[src/rtl/cpu_step_pkg.sv]
// Purpose: shared types and defaults for the single-step / run controller.
// Latency: n/a (declarations only).
// Backpressure: n/a.
package cpu_step_pkg;

  // Controller state encodings, visible on the o_state port.
  typedef enum logic [1:0] {
    ST_PAUSED = 2'd0,
    ST_RUN    = 2'd1,
    ST_STEP   = 2'd2,
    ST_BREAK  = 2'd3
  } state_t;

  // Clock-enable divide ratio (legal 1..255).
  localparam int DIV_DEFAULT      = 3;
  // Consecutive stable samples needed to accept a button level (legal 1..65535).
  localparam int DEBOUNCE_DEFAULT = 65535;

endpackage

[src/rtl/cpu_step_ctrl_btn_debounce.sv]
// Purpose: synchronize and debounce an active-low pushbutton; emit a one-cycle press pulse.
// Latency: press pulse appears 2 sync cycles + DEBOUNCE samples after btn_n goes low.
// Backpressure: none; the button is sampled every cycle.
//
// Ports:
//   i_clk     system clock
//   i_reset_n asynchronous active-low reset
//   i_btn_n   raw active-low button, asynchronous to i_clk
//   o_press   one-cycle pulse on a debounced 1->0 transition (release gives nothing)
module btn_debounce
  import cpu_step_pkg::*;
#(
  parameter int DEBOUNCE = DEBOUNCE_DEFAULT
) (
  input  logic i_clk,
  input  logic i_reset_n,
  input  logic i_btn_n,
  output logic o_press
);

  localparam logic [15:0] CNT_LAST = 16'(DEBOUNCE - 1);

  logic        r_sync1;
  logic        r_sync2;
  logic        r_level;
  logic [15:0] r_cnt;
  logic        r_press;

  always_ff @(posedge i_clk or negedge i_reset_n) begin
    if (!i_reset_n) begin
      r_sync1 <= 1'b1;
      r_sync2 <= 1'b1;
      r_level <= 1'b1;
      r_cnt   <= '0;
      r_press <= 1'b0;
    end else begin
      r_sync1 <= i_btn_n;
      r_sync2 <= r_sync1;
      r_press <= 1'b0;
      // r_cnt counts consecutive samples that differ from the accepted level;
      // a sample matching the accepted level restarts the count.
      if (r_sync2 == r_level) begin
        r_cnt <= '0;
      end else if (r_cnt == CNT_LAST) begin
        r_cnt   <= '0;
        r_level <= r_sync2;
        // Only the falling (press) edge produces an event.
        r_press <= ~r_sync2;
      end else begin
        r_cnt <= r_cnt + 16'd1;
      end
    end
  end

  assign o_press = r_press;

endmodule

[src/rtl/cpu_step_ctrl.sv]
// Purpose: run / single-step / breakpoint controller generating a CPU clock enable.
// Latency: o_cpu_ce is registered, one cycle after the divider tick.
// Backpressure: none; all inputs are sampled every cycle.
//
// Ports:
//   i_clk, i_reset_n       clock, asynchronous active-low reset
//   i_btn_n                raw active-low pushbutton
//   i_mode_run             1: press starts free-run, 0: press executes one step
//   i_instr_retired        core retire strobe, meaningful only while o_cpu_ce=1
//   i_halted               core HALT status
//   i_pc, i_bp_addr        program counter and breakpoint address
//   i_bp_valid             breakpoint enable
//   o_cpu_ce               core clock enable
//   o_state                controller state (PAUSED/RUN/STEP/BREAK)
//   o_step_count           retired instruction count, wraps at 16 bits
//
// Build option: define CPU_STEP_BREAKPOINT_EN to include the breakpoint
// comparator and armed flag; otherwise BREAK is unreachable and the pc/bp
// inputs are ignored.
module cpu_step_ctrl
  import cpu_step_pkg::*;
#(
  parameter int DIV      = DIV_DEFAULT,
  parameter int DEBOUNCE = DEBOUNCE_DEFAULT
) (
  input  logic        i_clk,
  input  logic        i_reset_n,
  input  logic        i_btn_n,
  input  logic        i_mode_run,
  input  logic        i_instr_retired,
  input  logic        i_halted,
  input  logic [15:0] i_pc,
  input  logic [15:0] i_bp_addr,
  input  logic        i_bp_valid,
  output logic        o_cpu_ce,
  output logic [1:0]  o_state,
  output logic [15:0] o_step_count
);

  localparam logic [7:0] DIV_LAST = 8'(DIV - 1);

  logic [7:0]  r_div;
  logic        w_tick;
  logic        w_press;
  logic        w_bp_hit;
  state_t      r_state;
  logic        r_cpu_ce;
  logic [15:0] r_step_count;

  btn_debounce #(
    .DEBOUNCE (DEBOUNCE)
  ) u_btn (
    .i_clk     (i_clk),
    .i_reset_n (i_reset_n),
    .i_btn_n   (i_btn_n),
    .o_press   (w_press)
  );

  // Free-running divider; with DIV=1 it stays at 0 and ticks every cycle.
  assign w_tick = (r_div == DIV_LAST);

  always_ff @(posedge i_clk or negedge i_reset_n) begin
    if (!i_reset_n) begin
      r_div <= '0;
    end else if (w_tick) begin
      r_div <= '0;
    end else begin
      r_div <= r_div + 8'd1;
    end
  end

`ifdef CPU_STEP_BREAKPOINT_EN
  // armed stays low until the first enable of a RUN episode has been issued,
  // so resuming at the breakpoint address executes that instruction.
  logic r_armed;

  assign w_bp_hit = (r_state == ST_RUN) && r_armed && i_bp_valid && w_tick &&
                    (i_pc == i_bp_addr);
`else
  logic w_unused_bp;

  assign w_bp_hit    = 1'b0;
  assign w_unused_bp = ^{i_pc, i_bp_addr, i_bp_valid};
`endif

  always_ff @(posedge i_clk or negedge i_reset_n) begin
    if (!i_reset_n) begin
      r_state  <= ST_PAUSED;
      r_cpu_ce <= 1'b0;
`ifdef CPU_STEP_BREAKPOINT_EN
      r_armed  <= 1'b0;
`endif
    end else begin
      // A breakpoint hit swallows the enable for the tick that detected it.
      r_cpu_ce <= w_tick && ((r_state == ST_RUN) || (r_state == ST_STEP)) && !w_bp_hit;
      case (r_state)
        ST_PAUSED: begin
          if (w_press) begin
            if (i_mode_run) begin
              r_state <= ST_RUN;
`ifdef CPU_STEP_BREAKPOINT_EN
              r_armed <= 1'b0;
`endif
            end else begin
              r_state <= ST_STEP;
            end
          end
        end
        ST_RUN: begin
`ifdef CPU_STEP_BREAKPOINT_EN
          if (r_cpu_ce) begin
            r_armed <= 1'b1;
          end
`endif
          // Priority: breakpoint hit, then halt, then press.
          if (w_bp_hit) begin
            r_state <= ST_BREAK;
          end else if (i_halted || w_press) begin
            r_state <= ST_PAUSED;
          end
        end
        ST_STEP: begin
          // Presses are ignored while a step is in flight.
          if ((i_instr_retired && r_cpu_ce) || i_halted) begin
            r_state <= ST_PAUSED;
          end
        end
        ST_BREAK: begin
          if (w_press) begin
            r_state <= ST_PAUSED;
          end
        end
        default: begin
          r_state <= ST_PAUSED;
        end
      endcase
    end
  end

  always_ff @(posedge i_clk or negedge i_reset_n) begin
    if (!i_reset_n) begin
      r_step_count <= '0;
    end else if (i_instr_retired && r_cpu_ce) begin
      r_step_count <= r_step_count + 16'd1;
    end
  end

  assign o_cpu_ce     = r_cpu_ce;
  assign o_state      = r_state;
  assign o_step_count = r_step_count;

endmodule

[config.mk]
export PLATFORM = sky130hd
export DESIGN_NAME = cpu_step_ctrl
export DESIGN_NICKNAME = d
export VERILOG_FILES = /design/src/rtl/cpu_step_pkg.sv /design/src/rtl/cpu_step_ctrl_btn_debounce.sv /design/src/rtl/cpu_step_ctrl.sv
export SDC_FILE = /design/constraint.sdc
export NUM_CORES = 1
export LEC_CHECK = 0
export ABC_CLOCK_PERIOD_IN_PS = 3480
export CORE_UTILIZATION = 52
export DETAILED_ROUTE_END_ITERATION = 10
export GPL_ROUTABILITY_DRIVEN = 0
export GPL_TIMING_DRIVEN = 0
export PLACE_DENSITY = 0.95
export SLEW_MARGIN = 20
export SYNTH_ARGS = -nofsm -noshare
export SYNTH_HDL_FRONTEND = slang
export SYNTH_HIERARCHICAL = 1
export SYNTH_SLANG_ARGS = --single-unit
[constraint.sdc]
create_clock -name i_clk -period 3.48 [get_ports i_clk]
set_input_delay 0.522 -clock i_clk [delete_from_list [all_inputs] [get_ports i_clk]]
set_output_delay 0.522 -clock i_clk [all_outputs]
set_load 0.005 [all_outputs]
* Yosys cells after proc, flatten, opt, wreduce, memory -nomap -nowiden *
Cells that the tools add are included.

word-level totals
  input bits = 39
  output and inout port bits = 19
  word-level logic and storage cells = 43
  flip-flop bits (word level) = 47

operators by class
  add/subtract/negate cells = 3
  equality and inequality tests = 10
  muxes and demuxes = 11
  reductions and logical operators = 8
  bitwise gates (word level) = 2

operators with widths
  kind                                                 count
  adder 16 x 1 -> 16 bit, second input constant        2
  two-way mux 16 bit                                   2
  equality test 16 bit, second input constant          1
  two-way mux 2 bit                                    5
  adder 8 x 1 -> 8 bit, second input constant          1
  equality test 8 x 2 -> 1 bit, second input constant  1
  two-way mux 8 bit                                    1
  != test 2 x 1 -> 1 bit, second input constant        4
  case mux 2 bit (4 select lines)                      1
  equality test 2 bit, second input constant           2
  AND reduction 4 bit                                  1
  logical OR 1 bit                                     3
  equality test 2 x 1 -> 1 bit, second input constant  1
  logical AND 1 bit                                    2
  zero test 2 bit                                      1
  two-way mux 1 bit                                    2
  NOT 1 bit                                            2
  AND reduction 2 bit                                  1
  equality test 1 bit                                  1

* Depth between registers and ports, before layout *
  word-level depth = 4
  depth in mapped cells = 8
  depth with buffers taken out = 6

* By module *
Netlist, hierarchy kept.

modules (own cells, without submodules)
  module         instances  area each (µm²)  cells each
  cpu_step_ctrl  1          1246.2           106
  btn_debounce   1          957.2            85

* Worst setup path before layout *
OpenSTA, ideal clock, no wires.

  path type = register to register
  from = reg u_btn.r_cnt[0]
  to = reg u_btn.r_cnt[10]
  stages on the path, launching flop included = 9
  arrival = 1.304 ns
  path slack = 2.057 ns
  path buffers = 2
  path through = dfrtp_1 -> inv_1 -> ha_1 -> nand4_1 -> nor4_4 -> nand2b_1 -> buf_6 -> buf_12 -> nor2_1

on the way
  cells in the longest elaborated chain, start to end = 3
  elaborated cells between the ends (all ways) = 4

ends and longest elaborated chain
  item                                                            RTL line                                                            text
  start: declaration                                              cpu_step_ctrl_btn_debounce.sv:26                                    logic [15:0] r_cnt;
  start signal: assignment                                        cpu_step_ctrl_btn_debounce.sv:50                                    r_cnt <= r_cnt + 16'd1;
  adder 16 x 1 -> 16 bit or equality test 16 bit (tied branches)  cpu_step_ctrl_btn_debounce.sv:50, cpu_step_ctrl_btn_debounce.sv:44
  two-way mux 16 bit *                                            cpu_step_ctrl_btn_debounce.sv:44                                    end else if (r_cnt == CNT_LAST) begin
  two-way mux 16 bit *                                            cpu_step_ctrl_btn_debounce.sv:42                                    if (r_sync2 == r_level) begin

Every way passes the cells marked *; elsewhere a longest branch is shown, timed or not.
A chain may end at the register's enable or synchronous reset.

* Worst setup path after layout *
  from = reg r_step_count[4] (netlist: o_step_count[4])
  to = out o_step_count[4]

RTL lines
  item                      RTL line              text
  start: declaration        cpu_step_ctrl.sv:48   logic [15:0] r_step_count;
  start signal: assignment  cpu_step_ctrl.sv:144  r_step_count <= r_step_count + 16'd1;
  end: declaration          cpu_step_ctrl.sv:37   output logic [15:0] o_step_count

No word-level cell between the ends.

==> results by group <==
Clocking
  • Clk_lat worst skew: 0.30 ns
  • CTS Buffer Depth: 2
  • Clk root buf: clkbuf_8
  • CTS buffer count: 5
  • CTS Hold Bufs: 0
  • PostCTS Resize Cnt: 0
  • Sink Count: 47
  • CTS tree: yes
  • H-tree depth: 2
  • Setup bufs post-CTS: 0
  • Clock slew seen by the registers of the worst setup and hold paths: 0.08 ns

Setup path
  • CP endpoint: o_step_count[4]
  • Crit path from: o_step_count[4]$_DFFE_PN0P_
  • Crit path launch type: flop
  • Critical R2R Capture: u_btn/r_cnt[14]$_DFF_PN0_
  • Reg2Reg Setup Slack: 1.90 ns
  • WP buf/inv: 1
  • Crit Path Max Fanout: 6
  • Crit path capture type: primary output
  • Largest stage delay, worst path: 0.55 ns
  • Arrival @ worst endpoint: 1.34 ns
  • Top Family by Delay on Critical Path: buffers and inverters
  • R2R cell count: 6
  • Worst-path cell chain: clkdlybuf4s50_1
  • Setup CP Type: reg2out
  • Worst endpoint required time: 2.96 ns
  • Slowest CP cell: clkdlybuf4s50_1
  • R2R Path Start: u_btn/r_cnt[4]$_DFF_PN0_
  • WP depth: 1

Synthesis
  • Post-Syn Area: 2200 um2
  • FF+latch count, synth: 47
  • Post-synthesis async set-or-reset flop share: 1.00
  • Syn nets: 239
  • Simple-gate share of the synthesized area: 0.215
  • Mux share of post-synthesis cell area: 0.0102
  • Adder-Cell Fraction of Synth Area: 0.0511
  • Unique cell type count in the Yosys netlist: 27
  • Xor-xnor portion of the synthesized cell area: 0.143
  • Mapped Avg Cell Area: 11.5 um2
  • Post-synth EDFFs: 0
  • Synthesized netlist cell count: 191
  • Largest family of logic cells by synthesized area: simple AND/OR/NAND/NOR gates
  • Yosys Warn Count: 6
  • Register area share after synthesis: 0.535
  • Ys flop type: dfrtp_1
  • Compound-Gate Fraction of Synth Area: 0.0136

Global route
  • Largest net degree at the start of global routing: 31
  • First-pass GRT wire length: 6750 um
  • Gr usage total: 0.210
  • Grt ovf: 0
  • Initial antenna violation count: 0
  • Vias in the first global route: 1,509

STA
  • Relative slew margins: 0.716
  • Max frequency: 0.538 GHz
  • Final Cycle Share: 0.534
  • Max Slew Vio Count: 0
  • Total negative slack: 0 ns
  • Hold Vio Cnt, Final: 0
  • RSZ-0062 raised after global routing: no
  • Clk_skew: 0.00692 ns
  • Post-layout min period: 1.86 ns
  • Setup violators final: 0
  • Worst-Margin Slew: 0.426 ns

Finish
  • Most frequent cells in the layout: dfrtp_1 (44), xnor2_1 (28), nor2_1 (24)
  • Layout cells sized above 1: 0.108
  • Area growth syn-to-layout: 19.1%
  • Fillcell total: 309
  • Most common cell after layout, fill and taps aside: dfrtp_1
  • Core occupancy in the finished layout: 0.651
  • Antenna cells: 0
  • Final nets: 271

Pwr
  • Worst VDD drop: 328 uV
  • Static Leakage: 0.00122 uW
  • Cell Pwr Density: 368 nW/um2

Drt
  • Post-route DRC: 0
  • DRT antenna net count: 0
  • Via Count: 1,454
  • Post-Route WL: 3850 um
  • Pre-Repair DR Iteration Count: 4
  • Avg WL per Cell: 14.1 um
  • Initial drt markers: 58
  • Vias/cell: 5.33

Place
  • I/O Buffers: 24
  • Post-DP HPWL: 2890 um

Floorplanning
  • Die X: 67.1 um
  • Die height: 67.1 um
  • Core Rows: 23
  • Initial core utilization: 0.547
  • I/O pins: 58
  • Die ar.: 4500 um2
  • Core area: 4030 um2

Status
  • Status: finished clean

Flow run
  • Total of max-cap violations: 0

Hold path
  • Hold WC Path Type: in2async
## report_power, final
group / switching (uW) / internal [uW]
Sequential: 3.95 / 551
Clock: 169 / 211
Combinational: 18.4 / 14.0
Total: 192 / 775
## kinds of logic (layout without fill, tap and decap cells)
| family | count (synthesis) | count (layout) |
|---|---|---|
| simple gates | 81 | 81 |
| flops | 47 | 47 |
| xor+xnor | 36 | 36 |
| buf+inv | 12 | 44 |
| fa+ha+maj | 9 | 9 |
| compound gates | 4 | 4 |
| mux | 2 | 2 |
## area by class of cell
cell class	instances	area, um2	share of cell area
Multi-Input combinational cell	132	955	0.364
Inverter	10	37.5	0.0143
Timing Repair Buffer	25	255	0.0973
Clock inverter	1	30.0	0.0114
Clock buffer	6	72.6	0.0277
Sequential cell	47	1180	0.450
Buffer	2	31.3	0.0119
Tap cell	50	62.6	0.0238
## layer usage
metal,vias up,global-route usage,part of all wire
met2,34,0.359,0.52
met3,6,0.0668,0.040
met1,715,0.243,0.42
met5,-,0,0
met4,0,0.0798,0.012
li1,699,-,-
## stage by stage
stage	area (um2)	setup slack, ns	instances	hold WS, ns	total power, uW
6_report	2620	1.62	273	0.148	967
2_1_floorplan	2200	2.06	191	0.226	577
5_1_grt	2620	1.57	273	0.163	1010
3_3_place_gp	2510	0.689	265	0.348	596
4_1_cts	2620	1.61	273	0.152	978
3_5_place_dp	2520	1.49	266	0.349	599
## state kept, by name (all words and copies together) (netlist names)
| register | flops |
|---|---|
| u_btn/r_cnt | 16 |
| u_btn/o_press | 1 |
| u_btn/r_level | 1 |
| r_div | 8 |
| o_step_count | 16 |
| u_btn/r_sync1 | 1 |
| u_btn/r_sync2 | 1 |
| o_cpu_ce | 1 |
| o_state | 2 |
## worst min-delay path by stage
stage,start,end,slack (ns),cells after the start
final,i_reset_n,o_step_count[2]$_DFFE_PN0P_,0.15,1
after CTS,i_reset_n,o_step_count[2]$_DFFE_PN0P_,0.15,1
after global placement,u_btn/r_sync1$_DFF_PN1_,u_btn/r_sync2$_DFF_PN1_,0.35,0
after detailed placement,u_btn/r_sync1$_DFF_PN1_,u_btn/r_sync2$_DFF_PN1_,0.35,0
after floorplan,i_reset_n,o_cpu_ce$_DFF_PN0_,0.23,0
after global routing,i_reset_n,o_step_count[2]$_DFFE_PN0P_,0.16,1
## cells in the mapped netlist (all sizes together), types with 2 or more instances
| cell type | number | area [um2] |
|---|---|---|
| mux2 | 2 | 22.5 |
| nor3 | 5 | 36.3 |
| xnor2 | 28 | 245 |
| xor2 | 8 | 70.1 |
| o2bb2ai | 2 | 17.5 |
| nor2 | 26 | 103 |
| and3 | 5 | 31.3 |
| nand4 | 8 | 86.3 |
| nand3 | 16 | 80.1 |
| nand2 | 11 | 41.3 |
| inv | 10 | 37.5 |
| buf | 2 | 31.3 |
| dfrtp | 44 | 1100 |
| nor4 | 7 | 73.8 |
| dfstp | 3 | 78.8 |
| ha | 9 | 113 |
Note: power is estimated with default switching activity, not from simulation.
